$ cat config.mk
export PLATFORM = sky130hd
export DESIGN_NAME = uart_receiver
export DESIGN_NICKNAME = d
export VERILOG_FILES = /design/src/rtl/uart_receiver_pkg.sv /design/src/rtl/uart_receiver_sync.sv /design/src/rtl/uart_receiver.sv
export SDC_FILE = /design/constraint.sdc
export NUM_CORES = 1
export LEC_CHECK = 0
export CAP_MARGIN = 20
export CELL_PAD_IN_SITES_DETAIL_PLACEMENT = 1
export CELL_PAD_IN_SITES_GLOBAL_PLACEMENT = 1
export CORE_UTILIZATION = 34
export CTS_CLUSTER_DIAMETER = 80
export DETAILED_ROUTE_END_ITERATION = 6
export GPL_TIMING_DRIVEN = 0
export PLACE_DENSITY_LB_ADDON = 0.1
export SYNTH_ARGS = -nofsm -noshare
export SYNTH_HDL_FRONTEND = slang
export SYNTH_SLANG_ARGS = --single-unit
$ cat constraint.sdc
create_clock -name i_clock -period 4.6 [get_ports i_clock]
set_input_delay 0.92 -clock i_clock [delete_from_list [all_inputs] [get_ports i_clock]]
set_output_delay 0.92 -clock i_clock [all_outputs]
set_load 0.03 [all_outputs]
$ cat src/rtl/uart_receiver_pkg.sv
// Shared UART receiver definitions: frame size, FSM state encodings, parity helper.
package uart_receiver_pkg;

    localparam int UART_DATA_BITS = 8;

    typedef enum logic [2:0] {
        ST_IDLE       = 3'b000,
        ST_START_BIT  = 3'b001,
        ST_DATA       = 3'b010,
        ST_PARITY_BIT = 3'b011,
        ST_STOP_BIT   = 3'b100
    } rx_state_t;

    // Even parity: the parity bit that makes the total count of ones even.
    function automatic logic even_parity(input logic [UART_DATA_BITS-1:0] i_data);
        return ^i_data;
    endfunction

endpackage

$ cat src/rtl/uart_receiver_sync.sv
// Two-flop synchronizer for the asynchronous Rx pin; both flops preset to idle-high.
module uart_rx_sync (
    input  logic i_clock,
    input  logic i_reset_n,
    input  logic i_async,
    output logic o_sync
);

    logic r_meta;
    logic r_sync;

    always_ff @(posedge i_clock or negedge i_reset_n) begin
        if (!i_reset_n) begin
            r_meta <= 1'b1;
            r_sync <= 1'b1;
        end else begin
            r_meta <= i_async;
            r_sync <= r_meta;
        end
    end

    assign o_sync = r_sync;

endmodule

$ cat src/rtl/uart_receiver.sv
// UART receiver, 8N1 (even parity bit added when UART_RX_PARITY_EN is defined).
// Byte pulse arrives about 2 sync + H + 9 bit periods after the start-bit edge; no backpressure.
module uart_receiver #(
    parameter int CLK_PER_BIT   = 104,
    parameter int COUNTER_WIDTH = 7
) (
    input  logic       i_clock,
    input  logic       i_reset_n,
    input  logic       i_rx,
    output logic [7:0] o_data_out,
    output logic       o_data_valid,
    output logic       o_frame_error,
    output logic       o_parity_error,
    output logic       o_receiver_busy
);
    import uart_receiver_pkg::*;

    localparam logic [COUNTER_WIDTH-1:0] LP_HALF_M1 = COUNTER_WIDTH'(CLK_PER_BIT / 2 - 1);
    localparam logic [COUNTER_WIDTH-1:0] LP_FULL_M1 = COUNTER_WIDTH'(CLK_PER_BIT - 1);
    localparam logic [3:0]               LP_LAST_BIT = 4'(UART_DATA_BITS - 1);

    logic                      w_rx_s;
    rx_state_t                 r_state,     w_state_nxt;
    logic [COUNTER_WIDTH-1:0]  r_cnt,       w_cnt_nxt;
    logic [3:0]                r_bit_cnt,   w_bit_cnt_nxt;
    logic [7:0]                r_shift,     w_shift_nxt;
    logic [7:0]                r_data,      w_data_nxt;
    logic                      r_valid,     w_valid_nxt;
    logic                      r_ferr,      w_ferr_nxt;
    logic                      r_wait_high, w_wait_high_nxt;
`ifdef UART_RX_PARITY_EN
    logic                      r_perr,      w_perr_nxt;
    logic                      r_par_bad,   w_par_bad_nxt;
`endif

    uart_rx_sync u_sync (
        .i_clock   (i_clock),
        .i_reset_n (i_reset_n),
        .i_async   (i_rx),
        .o_sync    (w_rx_s)
    );

    always_comb begin
        w_state_nxt     = r_state;
        w_cnt_nxt       = r_cnt + 1'b1;
        w_bit_cnt_nxt   = r_bit_cnt;
        w_shift_nxt     = r_shift;
        w_data_nxt      = r_data;
        w_valid_nxt     = 1'b0;
        w_ferr_nxt      = 1'b0;
        w_wait_high_nxt = r_wait_high;
`ifdef UART_RX_PARITY_EN
        w_perr_nxt      = 1'b0;
        w_par_bad_nxt   = r_par_bad;
`endif
        case (r_state)
            ST_IDLE: begin
                w_cnt_nxt     = '0;
                w_bit_cnt_nxt = '0;
                // After a frame error the line must be seen high again before a new start.
                if (w_rx_s) begin
                    w_wait_high_nxt = 1'b0;
                end else if (!r_wait_high) begin
                    w_state_nxt = ST_START_BIT;
                end
            end
            ST_START_BIT: begin
                if (r_cnt == LP_HALF_M1) begin
                    w_cnt_nxt   = '0;
                    w_state_nxt = w_rx_s ? ST_IDLE : ST_DATA;
                end
            end
            ST_DATA: begin
                if (r_cnt == LP_FULL_M1) begin
                    w_cnt_nxt     = '0;
                    w_shift_nxt   = {w_rx_s, r_shift[7:1]};
                    w_bit_cnt_nxt = r_bit_cnt + 4'd1;
                    if (r_bit_cnt == LP_LAST_BIT) begin
`ifdef UART_RX_PARITY_EN
                        w_state_nxt = ST_PARITY_BIT;
`else
                        w_state_nxt = ST_STOP_BIT;
`endif
                    end
                end
            end
`ifdef UART_RX_PARITY_EN
            ST_PARITY_BIT: begin
                if (r_cnt == LP_FULL_M1) begin
                    w_cnt_nxt     = '0;
                    w_par_bad_nxt = (w_rx_s != even_parity(r_shift));
                    w_state_nxt   = ST_STOP_BIT;
                end
            end
`endif
            ST_STOP_BIT: begin
                // Leaving at mid-stop keeps half a bit of margin for a back-to-back start.
                if (r_cnt == LP_FULL_M1) begin
                    w_cnt_nxt   = '0;
                    w_state_nxt = ST_IDLE;
                    if (!w_rx_s) begin
                        w_ferr_nxt      = 1'b1;
                        w_wait_high_nxt = 1'b1;
                    end else begin
`ifdef UART_RX_PARITY_EN
                        if (r_par_bad) begin
                            w_perr_nxt = 1'b1;
                        end else begin
                            w_valid_nxt = 1'b1;
                            w_data_nxt  = r_shift;
                        end
`else
                        w_valid_nxt = 1'b1;
                        w_data_nxt  = r_shift;
`endif
                    end
                end
            end
            default: begin
                w_state_nxt = ST_IDLE;
                w_cnt_nxt   = '0;
            end
        endcase
    end

    always_ff @(posedge i_clock or negedge i_reset_n) begin
        if (!i_reset_n) begin
            r_state     <= ST_IDLE;
            r_cnt       <= '0;
            r_bit_cnt   <= '0;
            r_shift     <= '0;
            r_data      <= '0;
            r_valid     <= 1'b0;
            r_ferr      <= 1'b0;
            r_wait_high <= 1'b0;
`ifdef UART_RX_PARITY_EN
            r_perr      <= 1'b0;
            r_par_bad   <= 1'b0;
`endif
        end else begin
            r_state     <= w_state_nxt;
            r_cnt       <= w_cnt_nxt;
            r_bit_cnt   <= w_bit_cnt_nxt;
            r_shift     <= w_shift_nxt;
            r_data      <= w_data_nxt;
            r_valid     <= w_valid_nxt;
            r_ferr      <= w_ferr_nxt;
            r_wait_high <= w_wait_high_nxt;
`ifdef UART_RX_PARITY_EN
            r_perr      <= w_perr_nxt;
            r_par_bad   <= w_par_bad_nxt;
`endif
        end
    end

    assign o_data_out      = r_data;
    assign o_data_valid    = r_valid;
    assign o_frame_error   = r_ferr;
    assign o_receiver_busy = (r_state != ST_IDLE);
`ifdef UART_RX_PARITY_EN
    assign o_parity_error  = r_perr;
`else
    assign o_parity_error  = 1'b0;
`endif

endmodule

==> results.yml, run 1 <==
timing:
  fin_crit_ns: 2.92
  hold_viol_final: 0
  finalMaxSlewViolations: 0
  clock.fmax_mhz: 343
  fin_setup_tns_ns: 0
  fin_worst_skew_ns: 0.00310
  finalCritPeriodShare_pct: 63.4
  rsz0062_at_grt: "no"
  relSlewSlack_pct: 48.3
  layout_setup_ws_ns: 1.68
  setup_viol: 0
  worst_pin_slew_ns: 0.775
floorplanning:
  die_area_um2: 4890
  fp.dieH_um: 70.0
  ioPinCount: 15
  start_util_pct: 35.8
  fp.dieW_um: 70.0
  core-area_um2: 4380
  num_rows: 24
cts:
  cts_root_buffer: "clkbuf_8"
  clkLatencyLatePin_ns: 0.28
  clockBufferDepth: 2
  ctsResizeCount: 0
  hold_buffers: 0
  numCtsBuffers: 5
  cts.htree.levels: 2
  cts_setup_buffers: 0
  path_clk_slew_ns: 0.06
  cts_tree: "yes"
  clock_sinks: 35
placed_design:
  place_ws_ns: 1.96
  io_buffers: 13
  placed_area_um2: 1760
  place_congestion: 0.716
  hpwl_mm: 2.24
setup_path:
  critPathCaptureType: "output port"
  rrSetupSlack_ns: 2.54
  cp-startpoint: "r_state[0]$_DFFE_PN0P_"
  worstSetupPathType: "reg -> out"
  cp_slowest_cell: "clkdlybuf4s50_1"
  r2r_cells: 4
  required_ns: 3.68
  critical_path.endpoint: "o_receiver_busy"
  r2r-start: "r_cnt[2]$_DFF_PN0_"
  path_cells: "buf_2, or3_1, clkbuf_1, clkdlybuf4s50_1"
  worstPathMaxFanout: 9
  critPathLaunchType: "register"
  critPathMaxStageDelay_ns: 0.63
  worst_ep_arrival_time_ns: 2.00
  r2r-end: "r_shift[6]$_DFFE_PN0P_"
detailed_routing:
  drtAntennaViolNets: 0
  wirelength_mm: 3.14
  drt-vias-per-instance: 5.23
  routedWlPerCell_um: 15.5
  drc: 0
  initialDrtViolationCount: 41
  dr.pass1.iters: 4
  num_vias: 1056
yosys:
  netlist_area_um2: 1570
  synth_commonest_cells: "dfrtp_1, mux2_2, nand2_1, a21oi_1, nand3_1"
  yosys.area.top_type: "dfrtp_1"
  synthTopCellsByArea: "dfrtp_1, mux2_2, dfstp_2, mux2i_1, nand2_1"
  synth_edf_count: 0
  syn_nets: 135
  synth-seq-cells: 35
  synth_most_common_cell: "dfrtp_1"
  synth_cell_type_count: 37
  yosysSeqAreaShare_pct: 55.9
  syn-instance-count: 130
  avgSynthCellArea_um2: 12.1
  synth_top_area_share_pct: 52.6
  synth_flop_cell: "dfrtp_1"
  async_flop_share_pct: 100
  ys_warn_count: 0
min_path:
  hp-class: "reg -> reg"
grt:
  antenna_found_initial: 0
  grt_usage_pct: 15.0
  grt.overflow.total: 0
  grt_pass1_vias: 1192
  grt_pass1_wl_mm: 5.77
  grt_max_degree: 36
cells_and_area:
  drive_gt1_share_pct: 22.7
  final_area_um2: 1860
  antenna-diode-count: 0
  synthToLayoutAreaGrowth_pct: 18.6
  fillers: 470
  fin_nets: 155
power:
  p_per_area_nw_per_um2: 310
  combinationalPowerShare_pct: 1.6
  p_leak_nw: 0.866
  swShare_pct: 18.7
  p_seq_share_pct: 53.7
  ir_worst_vdd_mv: 0.169
  pwr-share-clk_pct: 44.7
  switchingPower_mw: 0.108
  intPower_mw: 0.470
flow_run:
  drv_cap: 0
outcome:
  status: "finished, final reports clean"
==> worst min-delay path by stage <==
stage / from / to / slack, ns / depth (start not counted)
final: u_sync.r_meta$_DFF_PN1_ / u_sync.o_sync$_DFF_PN1_ / 0.36 / 0
after global routing: u_sync.r_meta$_DFF_PN1_ / u_sync.o_sync$_DFF_PN1_ / 0.36 / 0
after floorplan: u_sync.r_meta$_DFF_PN1_ / u_sync.o_sync$_DFF_PN1_ / 0.35 / 0
after CTS: u_sync.r_meta$_DFF_PN1_ / u_sync.o_sync$_DFF_PN1_ / 0.36 / 0
after detailed placement: u_sync.r_meta$_DFF_PN1_ / u_sync.o_sync$_DFF_PN1_ / 0.35 / 0
after global placement: u_sync.r_meta$_DFF_PN1_ / u_sync.o_sync$_DFF_PN1_ / 0.35 / 0
==> power groups by stage <==
| stage | sequential, mW | combinational, mW | clock (mW) |
|---|---|---|---|
| 6_report | 0.310 | 0.00896 | 0.258 |
| 5_1_grt | 0.310 | 0.0106 | 0.281 |
| 4_1_cts | 0.310 | 0.00973 | 0.267 |
| 3_5_place_dp | 0.316 | 0.00969 | 0 |
| 3_3_place_gp | 0.316 | 0.00983 | 0 |
| 2_1_floorplan | 0.316 | 0.00199 | 0 |
==> state kept, by name (all words and copies together), names as in the netlist <==
signal and cells:
o_frame_error 1, o_data_out 8, r_bit_cnt 4, r_wait_high 1, r_cnt 7, r_shift 8, u_sync.r_meta 1, o_data_valid 1
u_sync.o_sync 1, r_state 3
==> cell families (layout without fill, tap and decap cells) <==
family | after synthesis | count (layout) | synth area share, %
AO/OA/AOI/OAI | 19 | 19 | 7.73
XOR/XNOR | 4 | 4 | 2.23
adder cells (fa/ha/maj) | 2 | 2 | 1.59
buffers and inverters | 10 | 30 | 2.95
flip-flops | 35 | 35 | 55.9
multiplexers | 20 | 20 | 14.1
other | 1 | 1 | 0.239
AND/OR/NAND/NOR | 39 | 39 | 15.2
==> layout make-up <==
cell class,instances,area [um^2],area share (%)
plain buffers,8,38.8,2.08
clock buffers,6,72.6,3.90
clock inverters,1,30.0,1.61
inverters,2,7.51,0.403
multi-input cells,85,646,34.7
flip-flops and latches,35,878,47.1
well taps,52,65.1,3.49
repair buffers,13,125,6.72
==> stage by stage <==
| stage | cells | util [%] | hold slack [ns] | power [mW] |
|---|---|---|---|---|
| floorplan | 130 | - | 0.345 | 0.318 |
| global placement | 195 | 40.3 | 0.347 | 0.326 |
| detailed placement | 195 | 40.2 | 0.347 | 0.326 |
| CTS | 202 | 42.5 | 0.357 | 0.587 |
| global route | 202 | 42.5 | 0.359 | 0.602 |
| finish | 202 | 42.5 | 0.356 | 0.578 |
==> worst max-delay path, delay by kind of cell (launching register included) <==
family	cells	cell delay, ns
and+or+nand+nor	1	0.38
buffers and inverters	3	1.00
DFF	1	0.35
==> per-layer routing <==
layer	up-vias	routed length [um]	global-route usage (%)	part of all wire [%]
met1	537	1480	20.0	47
met5	-	0	0	0
li1	504	-	-	-
met2	11	1540	23.7	49
met3	4	77	3.90	2.5
met4	0	40	4.67	1.3
==> layout by cell type (no fill, tap or decap), drive strengths merged, types with 3 or more instances in the layout <==
| master | synthesis | layout |
|---|---|---|
| mux2i | 3 | 3 |
| clkbuf | 4 | 10 |
| clkdlybuf4s50 | 0 | 12 |
| o21ai | 4 | 4 |
| nand3 | 5 | 5 |
| nor2 | 4 | 4 |
| nor4 | 4 | 4 |
| o211ai | 3 | 3 |
| nand2 | 8 | 8 |
| or3 | 4 | 4 |
| mux2 | 17 | 17 |
| xor2 | 3 | 3 |
| a21oi | 5 | 5 |
| dfrtp | 33 | 33 |
| buf | 4 | 5 |
No activity file was read; power rests on OpenSTA's default activity.
==> run 2, diff against run 1 <==
- clock period: 4.6 -> 2.6 ns (I/O delays scaled with it)
==> results.yml, run 2 (synthesis gave the netlist of run 1 again) <==
setup_path:
  cp-startpoint: "r_state[0]$_DFFE_PN0P_"
  rrSetupSlack_ns: 0.54
  critPathCaptureType: "output port"
  worstSetupPathType: "reg -> out"
  worst_ep_arrival_time_ns: 1.65
  r2r-start: "r_cnt[2]$_DFF_PN0_"
  r2r_cells: 4
  worstPathMaxFanout: 9
  r2r-end: "r_shift[6]$_DFFE_PN0P_"
  required_ns: 2.08
  critical_path.endpoint: "o_receiver_busy"
  critPathLaunchType: "register"
power:
  p_per_area_nw_per_um2: 548
  swShare_pct: 18.7
  pwr-share-clk_pct: 44.7
  p_leak_nw: 0.865
  switchingPower_mw: 0.191
  power_mw: 1.02
  ir_worst_vdd_mv: 0.299
  p_seq_share_pct: 53.7
  combinationalPowerShare_pct: 1.6
  intPower_mw: 0.831
detailed_routing:
  drtAntennaViolNets: 0
  drc: 0
  drt-vias-per-instance: 5.23
  wirelength_mm: 3.14
  dr.pass1.iters: 4
  initialDrtViolationCount: 41
  routedWlPerCell_um: 15.5
  num_vias: 1056
cts:
  clkLatencyLatePin_ns: 0.28
  clock_sinks: 35
  clockBufferDepth: 2
  cts.htree.levels: 2
  numCtsBuffers: 5
  cts_root_buffer: "clkbuf_8"
  cts_tree: "yes"
  path_clk_slew_ns: 0.06
timing:
  fin_setup_tns_ns: 0
  clock.fmax_mhz: 461
  setup_viol: 0
  worst_pin_slew_ns: 0.775
  relSlewSlack_pct: 48.3
  rsz0062_at_grt: "no"
  finalCritPeriodShare_pct: 83.4
  timing.hold.ws_ns: 0.317
  fin_worst_skew_ns: 0.00310
  hold_viol_final: 0
  finalMaxSlewViolations: 0
  fin_crit_ns: 2.17
grt:
  grt_usage_pct: 15.0
  grt_pass1_wl_mm: 5.77
  antenna_found_initial: 0
  grt_max_degree: 36
  grt.overflow.total: 0
  grt_pass1_vias: 1192
cells_and_area:
  drive_gt1_share_pct: 22.7
  final_area_um2: 1870
  ff_latch_area_um2: 878
  antenna-diode-count: 0
  fillers: 471
  fin_util_pct: 42.6
  layout_common_cells: "dfrtp_1, mux2_2, clkdlybuf4s50_1"
  fin_nets: 155
  synthToLayoutAreaGrowth_pct: 18.8
  multi_input_area_um2: 646
  final_common_cell: "dfrtp_1"
min_path:
  hp-class: "in -> async"
floorplanning:
  num_rows: 24
  start_util_pct: 35.8
  fp.dieW_um: 70.0
  fp.dieH_um: 70.0
  die_area_um2: 4890
  core-area_um2: 4380
  ioPinCount: 15
placed_design:
  placed_area_um2: 1760
  io_buffers: 13
  hpwl_mm: 2.24
  place_congestion: 0.716
outcome:
  status: "finished, final reports clean"
flow_run:
  drv_cap: 0
run 2: cell count changes in the layout (fill, tap and decap cells not counted):
cell	change
clkdlybuf4s50_1	-1
dlymetal6s2s_1	+1
run 2: final cells by class:
type                       count  share of cell area (%)
multi-input combinational     85                    34.6
clock inverter                 1                    1.61
timing repair buffer          13                    6.84
buffer                         8                    2.08
tap                           52                    3.49
clock buffer                   6                    3.89
inverter                       2                   0.402
sequential                    35                    47.1
run 2: worst min path at each step:
| stage | startpoint | to | slack (ns) |
|---|---|---|---|
| floorplan | i_reset_n | o_data_out[0]$_DFFE_PN0P_ | 0.22 |
| global placement | u_sync.r_meta$_DFF_PN1_ | u_sync.o_sync$_DFF_PN1_ | 0.35 |
| detailed placement | u_sync.r_meta$_DFF_PN1_ | u_sync.o_sync$_DFF_PN1_ | 0.35 |
| CTS | i_reset_n | r_bit_cnt[0]$_DFFE_PN0P_ | 0.36 |
| global route | u_sync.r_meta$_DFF_PN1_ | u_sync.o_sync$_DFF_PN1_ | 0.36 |
| finish | i_reset_n | r_cnt[6]$_DFF_PN0_ | 0.32 |
run 2: metal layers:
| layer | track usage, % | share of wire [%] | up-vias |
|---|---|---|---|
| met2 | 23.7 | 49 | 11 |
| met5 | 0 | 0 | - |
| met3 | 3.90 | 2.5 | 4 |
| met4 | 4.67 | 1.3 | 0 |
| met1 | 20.0 | 47 | 537 |
| li1 | - | - | 504 |
run 2: power groups by stage:
stage | registers (mW) | clock network [mW] | logic [mW]
after floorplan | 0.559 | 0 | 0.00351
after global routing | 0.549 | 0.497 | 0.0187
after global placement | 0.559 | 0 | 0.0174
final | 0.549 | 0.457 | 0.0159
after CTS | 0.549 | 0.472 | 0.0172
after detailed placement | 0.559 | 0 | 0.0171
run 2: repair_timing:
action                     4_1_cts  5_1_grt
hold buffers                     0        0
setup endpoints to repair        0        1
setup buffers                    0        0
resized for setup                0        1
run 2: stage by stage:
| step | setup slack, ns | instances |
|---|---|---|
| floorplan | 0.830 | 130 |
| global placement | 0.246 | 195 |
| detailed placement | 0.361 | 195 |
| CTS | 0.0581 | 202 |
| global route | 0.331 | 202 |
| finish | 0.433 | 202 |
run 2: worst max-delay path: stages (launching register included):
cell,delay (ns)
dfrtp_1,0.35
buf_2,0.17
or3_1,0.38
clkbuf_1,0.19
dlymetal6s2s_1,0.28
==> run 3, diff against run 2 <==
- clock period: 2.6 -> 1.8 ns (I/O delays scaled with it)
==> results.yml, run 3 (synthesis gave the netlist of run 1 again) <==
cts:
  path_clk_slew_ns: 0.06
  clkLatencyLatePin_ns: 0.28
  numCtsBuffers: 5
  hold_buffers: 0
  cts_root_buffer: "clkbuf_8"
  clock_sinks: 35
  cts_tree: "yes"
  clockBufferDepth: 2
  cts.htree.levels: 2
grt:
  grt_max_degree: 36
  grt.overflow.total: 0
  grt_usage_pct: 16.2
  grt_pass1_wl_mm: 6.22
  grt_pass1_vias: 1267
  antenna_found_initial: 0
power:
  p_leak_nw: 0.930
  combinationalPowerShare_pct: 1.6
  pwr-share-clk_pct: 44.6
  p_per_area_nw_per_um2: 732
  ir_worst_vdd_mv: 0.429
  switchingPower_mw: 0.274
  p_seq_share_pct: 53.8
  swShare_pct: 18.6
  intPower_mw: 1.20
floorplanning:
  ioPinCount: 15
  fp.dieW_um: 70.0
  fp.dieH_um: 70.0
  start_util_pct: 35.8
  core-area_um2: 4380
  num_rows: 24
  die_area_um2: 4890
detailed_routing:
  routedWlPerCell_um: 16.0
  num_vias: 1099
  drtAntennaViolNets: 0
  wirelength_mm: 3.36
  initialDrtViolationCount: 55
  drt-vias-per-instance: 5.23
  dr.pass1.iters: 4
  drc: 0
timing:
  relSlewSlack_pct: 48.2
  hold_viol_final: 0
  layout_setup_ws_ns: 0.0474
  setup_viol: 0
  timing.hold.ws_ns: 0.161
  fin_worst_skew_ns: 0.00459
  finalMaxSlewViolations: 0
  fin_crit_ns: 1.75
  worst_pin_slew_ns: 0.777
  rsz0062_at_grt: "no"
  finalCritPeriodShare_pct: 97.4
  clock.fmax_mhz: 571
flow_run:
  drv_cap: 0
min_path:
  hp-class: "in -> async"
setup_path:
  r2r-start: "r_state[1]$_DFFE_PN0P_"
  r2r_cells: 6
  critPathCaptureType: "output port"
  worstPathMaxFanout: 8
  r2r-end: "r_shift[2]$_DFFE_PN0P_"
  worstSetupPathType: "reg -> out"
  worst_ep_arrival_time_ns: 1.39
  critical_path.endpoint: "o_receiver_busy"
  required_ns: 1.44
  critPathLaunchType: "register"
  cp-startpoint: "r_state[1]$_DFFE_PN0P_"
  rrSetupSlack_ns: 0.06
cells_and_area:
  fillers: 465
  ff_latch_area_um2: 881
  multi_input_area_um2: 701
  synthToLayoutAreaGrowth_pct: 28.4
  final_area_um2: 2020
  drive_gt1_share_pct: 34.2
  antenna-diode-count: 0
  fin_nets: 163
  final_common_cell: "dfrtp_1"
  layout_common_cells: "dfrtp_1, mux2_2, buf_4, clkdlybuf4s50_1, nand2_1"
placed_design:
  io_buffers: 13
  place_ws_ns: -0.279
  place_congestion: 0.716
  hpwl_mm: 2.24
  placed_area_um2: 1760
outcome:
  status: "finished, final reports clean"
==> run 3: worst min-delay path by stage <==
stage                       startpoint                   endpoint  slack [ns]  cells past startpoint
2_1_floorplan                i_reset_n  o_data_out[0]$_DFFE_PN0P_        0.06                      0
3_3_place_gp   u_sync.r_meta$_DFF_PN1_    u_sync.o_sync$_DFF_PN1_        0.35                      0
3_5_place_dp   u_sync.r_meta$_DFF_PN1_    u_sync.o_sync$_DFF_PN1_        0.35                      0
4_1_cts                      i_reset_n   r_bit_cnt[0]$_DFFE_PN0P_        0.20                      1
5_1_grt                      i_reset_n   r_bit_cnt[0]$_DFFE_PN0P_        0.22                      1
6_report                     i_reset_n         r_cnt[6]$_DFF_PN0_        0.16                      1
==> run 3: stage by stage <==
step / total power [mW] / cells / utilization (%) / TNS [ns]
2_1_floorplan: 0.812 / 130 / - / 0
3_3_place_gp: 0.833 / 195 / 40.3 / -16.72
3_5_place_dp: 0.833 / 195 / 40.2 / -4.59
4_1_cts: 1.50 / 211 / 44.9 / 0
5_1_grt: 1.54 / 210 / 46.0 / 0
6_report: 1.48 / 210 / 46.0 / 0
==> run 3: worst max-delay path: stages (launching register included) <==
cell and delay, ns:
dfrtp_1 0.37, buf_6 0.14, or3_4 0.41, buf_2 0.20
==> run 3: layout make-up <==
cell class	count	share of cell area [%]
Tap cell	52	3.23
Multi-Input combinational cell	85	34.8
Clock inverter	1	1.49
Buffer	4	2.05
Timing Repair Buffer	25	10.8
Inverter	2	0.372
Clock buffer	6	3.60
Sequential cell	35	43.7
==> run 3: repair_timing <==
| action | 4_1_cts | 5_1_grt |
|---|---|---|
| endpoints found under the setup margin | 28 | 29 |
| pin swaps | 4 | 2 |
| buffers inserted | 12 | 0 |
| gates resized for setup | 15 | 12 |
==> run 3: power groups by stage <==
stage	Clock (mW)	Sequential (mW)	Combinational [mW]
6_report	0.658	0.794	0.0230
5_1_grt	0.722	0.793	0.0271
4_1_cts	0.682	0.793	0.0249
3_5_place_dp	0	0.808	0.0248
3_3_place_gp	0	0.808	0.0251
2_1_floorplan	0	0.807	0.00508
==> run 3: per-layer routing <==
metal / up-vias / GRT usage [%] / part of all wire, %
li1: 518 / - / -
met3: 4 / 4.04 / 2.4
met5: - / 0 / 0
met2: 14 / 26.2 / 50
met1: 563 / 21.5 / 46
met4: 0 / 4.67 / 1.0
